==> src/rtl/pc_redirect_seq.sv <==
// Program counter owner and fetch redirect sequencer.
// Handles boot hold, MEM/ID redirects and load-use bubbles for ID-resolved branches.
module pc_redirect_seq #(
    parameter logic [7:0]  RESET_PC    = 8'h00,
    parameter int unsigned BOOT_CYCLES = 2,
    parameter int unsigned LOAD_STALL  = 1
) (
    input  logic       CLK,
    input  logic       RST,
    input  logic       HOLD,
    input  logic [1:0] SEL,
    input  logic [7:0] BRANCH_ADDR,
    input  logic [7:0] JUMP_ADDR,
    input  logic [4:0] IFID_OPCODE,
    input  logic [3:0] IFID_SRC_ADDR,
    input  logic [4:0] IDEX_OPCODE,
    input  logic [3:0] IDEX_DEST_ADDR,
    input  logic [4:0] EXMEM_OPCODE,
    output logic [7:0] PC,
    output logic       PC_WE,
    output logic       IFID_WE,
    output logic       IFID_FLUSH,
    output logic       IDEX_FLUSH,
    output logic       EXMEM_FLUSH,
    output logic [7:0] REDIRECT_CNT,
    output logic [7:0] STALL_CNT
);

    localparam logic [4:0] OP_BNE  = 5'b10011;
    localparam logic [4:0] OP_BE   = 5'b10100;
    localparam logic [4:0] OP_BNER = 5'b10101;
    localparam logic [4:0] OP_BER  = 5'b10110;
    localparam logic [4:0] OP_J    = 5'b10111;
    localparam logic [4:0] OP_JR   = 5'b11000;
    localparam logic [4:0] OP_LD   = 5'b11010;

    localparam logic [3:0] BOOT_LAST =
        (BOOT_CYCLES == 0) ? 4'd0 : 4'(BOOT_CYCLES - 1);
    localparam logic [1:0] STALL_LAST = 2'(LOAD_STALL - 1);

    typedef enum logic [1:0] {
        S_BOOT  = 2'd0,
        S_RUN   = 2'd1,
        S_STALL = 2'd2
    } state_t;

    state_t     state_q, state_d;
    logic [7:0] pc_q, pc_d;
    logic [3:0] boot_q, boot_d;
    logic [1:0] stl_q, stl_d;
    logic [7:0] redir_q, redir_d;
    logic [7:0] scnt_q, scnt_d;

    logic       take;
    logic [7:0] target;
    logic       id_br;
    logic       mem_redir;
    logic       hazard;

    assign take      = (SEL == 2'd1) || (SEL == 2'd2);
    assign target    = (SEL == 2'd1) ? BRANCH_ADDR : JUMP_ADDR;
    assign id_br     = (IFID_OPCODE == OP_JR) || (IFID_OPCODE == OP_BER)
                     || (IFID_OPCODE == OP_BNER);
    assign mem_redir = take && ((EXMEM_OPCODE == OP_J)
                     || (EXMEM_OPCODE == OP_BE) || (EXMEM_OPCODE == OP_BNE));
    assign hazard    = id_br && (IDEX_OPCODE == OP_LD)
                     && (IDEX_DEST_ADDR == IFID_SRC_ADDR);

    always_comb begin
        state_d     = state_q;
        pc_d        = pc_q;
        boot_d      = boot_q;
        stl_d       = stl_q;
        redir_d     = redir_q;
        scnt_d      = scnt_q;
        PC_WE       = 1'b0;
        IFID_WE     = 1'b0;
        IFID_FLUSH  = 1'b0;
        IDEX_FLUSH  = 1'b0;
        EXMEM_FLUSH = 1'b0;
        unique case (state_q)
            S_BOOT: begin
                IFID_FLUSH  = 1'b1;
                IDEX_FLUSH  = 1'b1;
                EXMEM_FLUSH = 1'b1;
                if (!HOLD) begin
                    if (boot_q == BOOT_LAST) begin
                        state_d = S_RUN;
                        boot_d  = 4'd0;
                    end else begin
                        boot_d = boot_q + 4'd1;
                    end
                end
            end
            S_RUN, S_STALL: begin
                if (HOLD) begin
                    state_d = state_q;
                end else if (mem_redir) begin
                    // MEM-stage redirect wins and abandons any pending stall
                    PC_WE       = 1'b1;
                    IFID_WE     = 1'b1;
                    IFID_FLUSH  = 1'b1;
                    IDEX_FLUSH  = 1'b1;
                    EXMEM_FLUSH = 1'b1;
                    pc_d        = target;
                    redir_d     = redir_q + 8'd1;
                    state_d     = S_RUN;
                end else if (state_q == S_STALL) begin
                    IDEX_FLUSH = 1'b1;
                    scnt_d     = scnt_q + 8'd1;
                    stl_d      = stl_q + 2'd1;
                    if (stl_q == STALL_LAST) begin
                        state_d = S_RUN;
                    end
                end else if (hazard) begin
                    IDEX_FLUSH = 1'b1;
                    scnt_d     = scnt_q + 8'd1;
                    if (LOAD_STALL > 1) begin
                        state_d = S_STALL;
                        stl_d   = 2'd1;
                    end
                end else if (id_br && take) begin
                    PC_WE      = 1'b1;
                    IFID_WE    = 1'b1;
                    IFID_FLUSH = 1'b1;
                    pc_d       = target;
                    redir_d    = redir_q + 8'd1;
                end else begin
                    PC_WE   = 1'b1;
                    IFID_WE = 1'b1;
                    pc_d    = pc_q + 8'd1;
                end
            end
            default: begin
                state_d = S_BOOT;
            end
        endcase
    end

    always_ff @(posedge CLK or posedge RST) begin
        if (RST) begin
            state_q <= S_BOOT;
            pc_q    <= RESET_PC;
            boot_q  <= 4'd0;
            stl_q   <= 2'd0;
            redir_q <= 8'd0;
            scnt_q  <= 8'd0;
        end else begin
            state_q <= state_d;
            pc_q    <= pc_d;
            boot_q  <= boot_d;
            stl_q   <= stl_d;
            redir_q <= redir_d;
            scnt_q  <= scnt_d;
        end
    end

    assign PC           = pc_q;
    assign REDIRECT_CNT = redir_q;
    assign STALL_CNT    = scnt_q;

endmodule

==> config.mk <==
export PLATFORM = sky130hd
export DESIGN_NAME = pc_redirect_seq
export DESIGN_NICKNAME = d
export VERILOG_FILES = /design/src/rtl/pc_redirect_seq.sv
export SDC_FILE = /design/constraint.sdc
export NUM_CORES = 1
export LEC_CHECK = 0
export BUFFER_PORTS_ARGS = -buffer_cell sky130_fd_sc_hd__buf_2
export CAP_MARGIN = 20
export CORE_MARGIN = 8
export CORE_UTILIZATION = 35
export DETAILED_ROUTE_END_ITERATION = 10
export GPL_ROUTABILITY_DRIVEN = 1
export MAX_ROUTING_LAYER = met4
export PLACE_DENSITY = 0.7
export SYNTH_ARGS = -nofsm -noshare
export SYNTH_HDL_FRONTEND = slang
export SYNTH_SLANG_ARGS = --single-unit
==> constraint.sdc <==
create_clock -name CLK -period 1.7 [get_ports CLK]
set_clock_uncertainty 0.2 [all_clocks]
set_input_delay 0.085 -clock CLK [delete_from_list [all_inputs] [get_ports CLK]]
set_output_delay 0.085 -clock CLK [all_outputs]
set_load 0.005 [all_outputs]
==> run_results.csv <==
group,metric,value,unit
clock_tree,cts-root-buf,"clkbuf_8",
flow_run,maxCapViolations,0,
clock_tree,cts.htree.levels,2,
drt,dr.pass1.iters,4,
floorplanning,start_util,35.7,%
power_and_ir_drop,power_frac_clock,25.6,%
finish,final_cell_count_no_fill,346,
timing,hold_viol,0,
setup_path,cp-start-kind,"primary input",
finish,final_common_cell,"buf_2",
finish,layout.nets,323,
setup_path,cp_data_arrival_time,1.37,ns
synthesis,synth_cells,171,
floorplanning,die_y,87.7,µm
drt,wl,4800,µm
place,preCtsSetupSlack,-0.220,ns
power_and_ir_drop,power_density,822,nW/µm²
status,status,"complete, no violations",
synthesis,synth-warning-count,0,
synthesis,muxShareOfSynthArea,9.95,%
worst_hold_path,hold_path_class,"in2reg",
grt,grt_max_degree,22,
synthesis,synth-edff-count,0,
power_and_ir_drop,p_seq_share,45.9,%
synthesis,synth_nets,219,
synthesis,synth_adder_area_share,2.78,%
synthesis,synth_area_per_cell,10.5,µm²
setup_path,required,1.41,ns
power_and_ir_drop,netSwitchingPower,0.695,mW
place,place_inst,327,
place,gp_congestion,0.830,
finish,drive_gt1_share,44.9,%
clock_tree,cts.sinks,29,
floorplanning,die_x,87.7,µm
timing,rsz0062_at_grt,"no",
power_and_ir_drop,p_leak,1.33,nW
grt,met1_usage,14.9,%
timing,min_period,1.65,ns
timing,slew_violations,0,
floorplanning,io_pins,73,
synthesis,synth-seq-cells,29,
synthesis,synth-compound-area-share,15.2,%
drt,vias,1677,
grt,grt_pass1_vias,1715,
grt,grt_first_pass_wirelength,7870,µm
synthesis,synthFlopType,"dfrtp_1",
clock_tree,cts.reportedPaths.clkPinSlew,0.07,ns
synthesis,synth-xor-area-share,10.7,%
setup_path,path_max_fanout,5,
drt,first_iter_violations,35,
drt,routedWlPerCell,13.9,µm
drt,post_drt_via_cell_ratio,4.85,
timing,worst_slew_pin_slew,0.399,ns
finish,areaGrowthSynthToFinish,44.6,%
grt,track_usage,13.0,%
finish,antenna_cells,0,
clock_tree,clk_path_buf_depth,2,
clock_tree,cts_inserted_buffers,5,
timing,fmax,0.605,GHz
synthesis,async_reset_ff_share,100,%
drt,drtAntennaViolNets,0,
grt,grt-busiest-layer,"met2",
timing,worst_slack,0.0476,ns
timing,relSlewSlack,73.4,%
clock_tree,cts_tree,"yes",
synthesis,ys_types,49,
grt,grt.overflow.total,0,
grt,antenna_found_initial,0,
timing,fin_tns_setup,0,ns
power_and_ir_drop,comb_power_share,28.5,%
grt,met3_usage,4.41,%
power_and_ir_drop,p_sw_share,32.5,%
power_and_ir_drop,ir_drop,0.535,mV
setup_path,endpoint_kind,"output pin",
power_and_ir_drop,intPower,1.44,mW
timing,finalSetupViolations,0,
setup_path,worstSetupPathType,"in2out",
place,port_buffers,72,
finish,layout_common_cells,"buf_2 (71), dfrtp_1 (29), buf_4 (23), xor2_1 (12), nand2_1 (11)",
synthesis,yosys.area_share.simple,18.0,%
timing,post-route-period-util,97.2,%
grt,gr-usage-met2,21.4,%
clock_tree,clk_latency,0.28,ns
synthesis,ys_seq_area_share,40.4,%
floorplanning,fp.coreArea,5040,µm²
synthesis,synth_top_family_by_area,"simple AND/OR/NAND/NOR gates",
floorplanning,dieArea,7690,µm²
synthesis,synth_area,1800,µm²
drt,route.detailed.drc,0,
place,dp_hpwl,3780,µm
floorplanning,fp-row-count,26,
==> critical path, cell delays in order <==
cell,delay (ns)
buf_2,0.11
xor2_2,0.18
nor4_4,0.27
buf_4,0.19
a41o_4,0.25
inv_4,0.05
buf_6,0.11
buf_2,0.12
==> final timing paths <==
kind / startpoint / to / slack [ns] / depth (start not counted)
max in group asynchronous: RST / REDIRECT_CNT[6]$_DFFE_PP0P_ / 0.72 / 4
setup / recovery: IDEX_DEST_ADDR[2] / PC_WE / 0.05 / 8
setup reg to reg: state_q[0]$_DFFE_PP0P_ / PC[0]$_DFFE_PP0P_ / 0.14 / 5
hold / removal: JUMP_ADDR[1] / PC[1]$_DFFE_PP0P_ / 0.02 / 4
min in group asynchronous: RST / PC[3]$_DFFE_PP0P_ / 0.13 / 3
hold reg to reg: STALL_CNT[7]$_DFFE_PP0P_ / STALL_CNT[7]$_DFFE_PP0P_ / 0.27 / 1
==> repair_timing <==
item                                   CTS  global route
gates resized for setup                  1             6
setup buffers                            2             6
hold buffers                             4             0
endpoints found under the hold margin   31             0
setup endpoints to repair                2             5
pin swaps                                2             4
==> logic make-up after synthesis <==
group	after synthesis
adder cells (fa/ha/maj)	4
AND/OR/NAND/NOR	52
flip-flops	29
buffers and inverters	12
XOR/XNOR	22
multiplexers	17
AO/OA/AOI/OAI	35
==> layout make-up <==
class                   instances  area, µm²
clock buffers                   6       72.6
clock inverters                 2       10.0
fillers                       478       2440
inverters                       8       32.5
multi-input cells             130       1060
flip-flops and latches         29        726
well taps                      70       87.6
repair buffers                101        611
==> power groups by stage <==
stage,Combinational (mW),Sequential (mW),Clock (mW)
2_1_floorplan,0.301,0.971,0
3_3_place_gp,0.578,0.986,0
3_5_place_dp,0.590,0.994,0
4_1_cts,0.603,0.981,0.566
5_1_grt,0.678,1.01,0.592
6_report,0.609,0.982,0.546
==> Yosys cell counts, drive strengths merged (2+ instances only) <==
master	number	area [µm²]
and4	2	17.5
nand3	6	30.0
nand2	11	41.3
dfrtp	29	726
o211ai	4	30.0
mux2	7	78.8
a41o	2	20.0
o21ai	10	53.8
nor2b	2	12.5
o2bb2ai	3	26.3
nor2	8	30.0
buf	4	23.8
xnor2	9	78.8
nor4	3	46.3
o2111ai	3	26.3
inv	8	30.0
xor2	13	114
a21oi	2	13.8
mux2i	10	100
nor3	6	30.0
and2	2	12.5
a22o	2	17.5
ha	4	50.1
and3	4	25.0
==> metal layers <==
metal	wire length [µm]	share of wire [%]
met3	464	9.7
met4	51	1.1
met2	2230	47
met1	2050	43
met5	0	0
==> registers in the layout, summed over array words and instances (netlist names) <==
name and flops:
REDIRECT_CNT 8, state_q 1, STALL_CNT 8, PC 8
boot_q 4
==> stage by stage <==
stage	hold WS (ns)	total power, mW	instance area (µm²)	util (%)
floorplan	-0.0369	1.27	1810	-
detailed placement	-0.112	1.58	2380	47.3
global placement	-0.112	1.56	2380	47.3
global route	0.0517	2.28	2600	51.6
CTS	0.0225	2.15	2530	50.2
finish	0.0188	2.14	2600	51.6
Power figures use the tool's default switching activity.
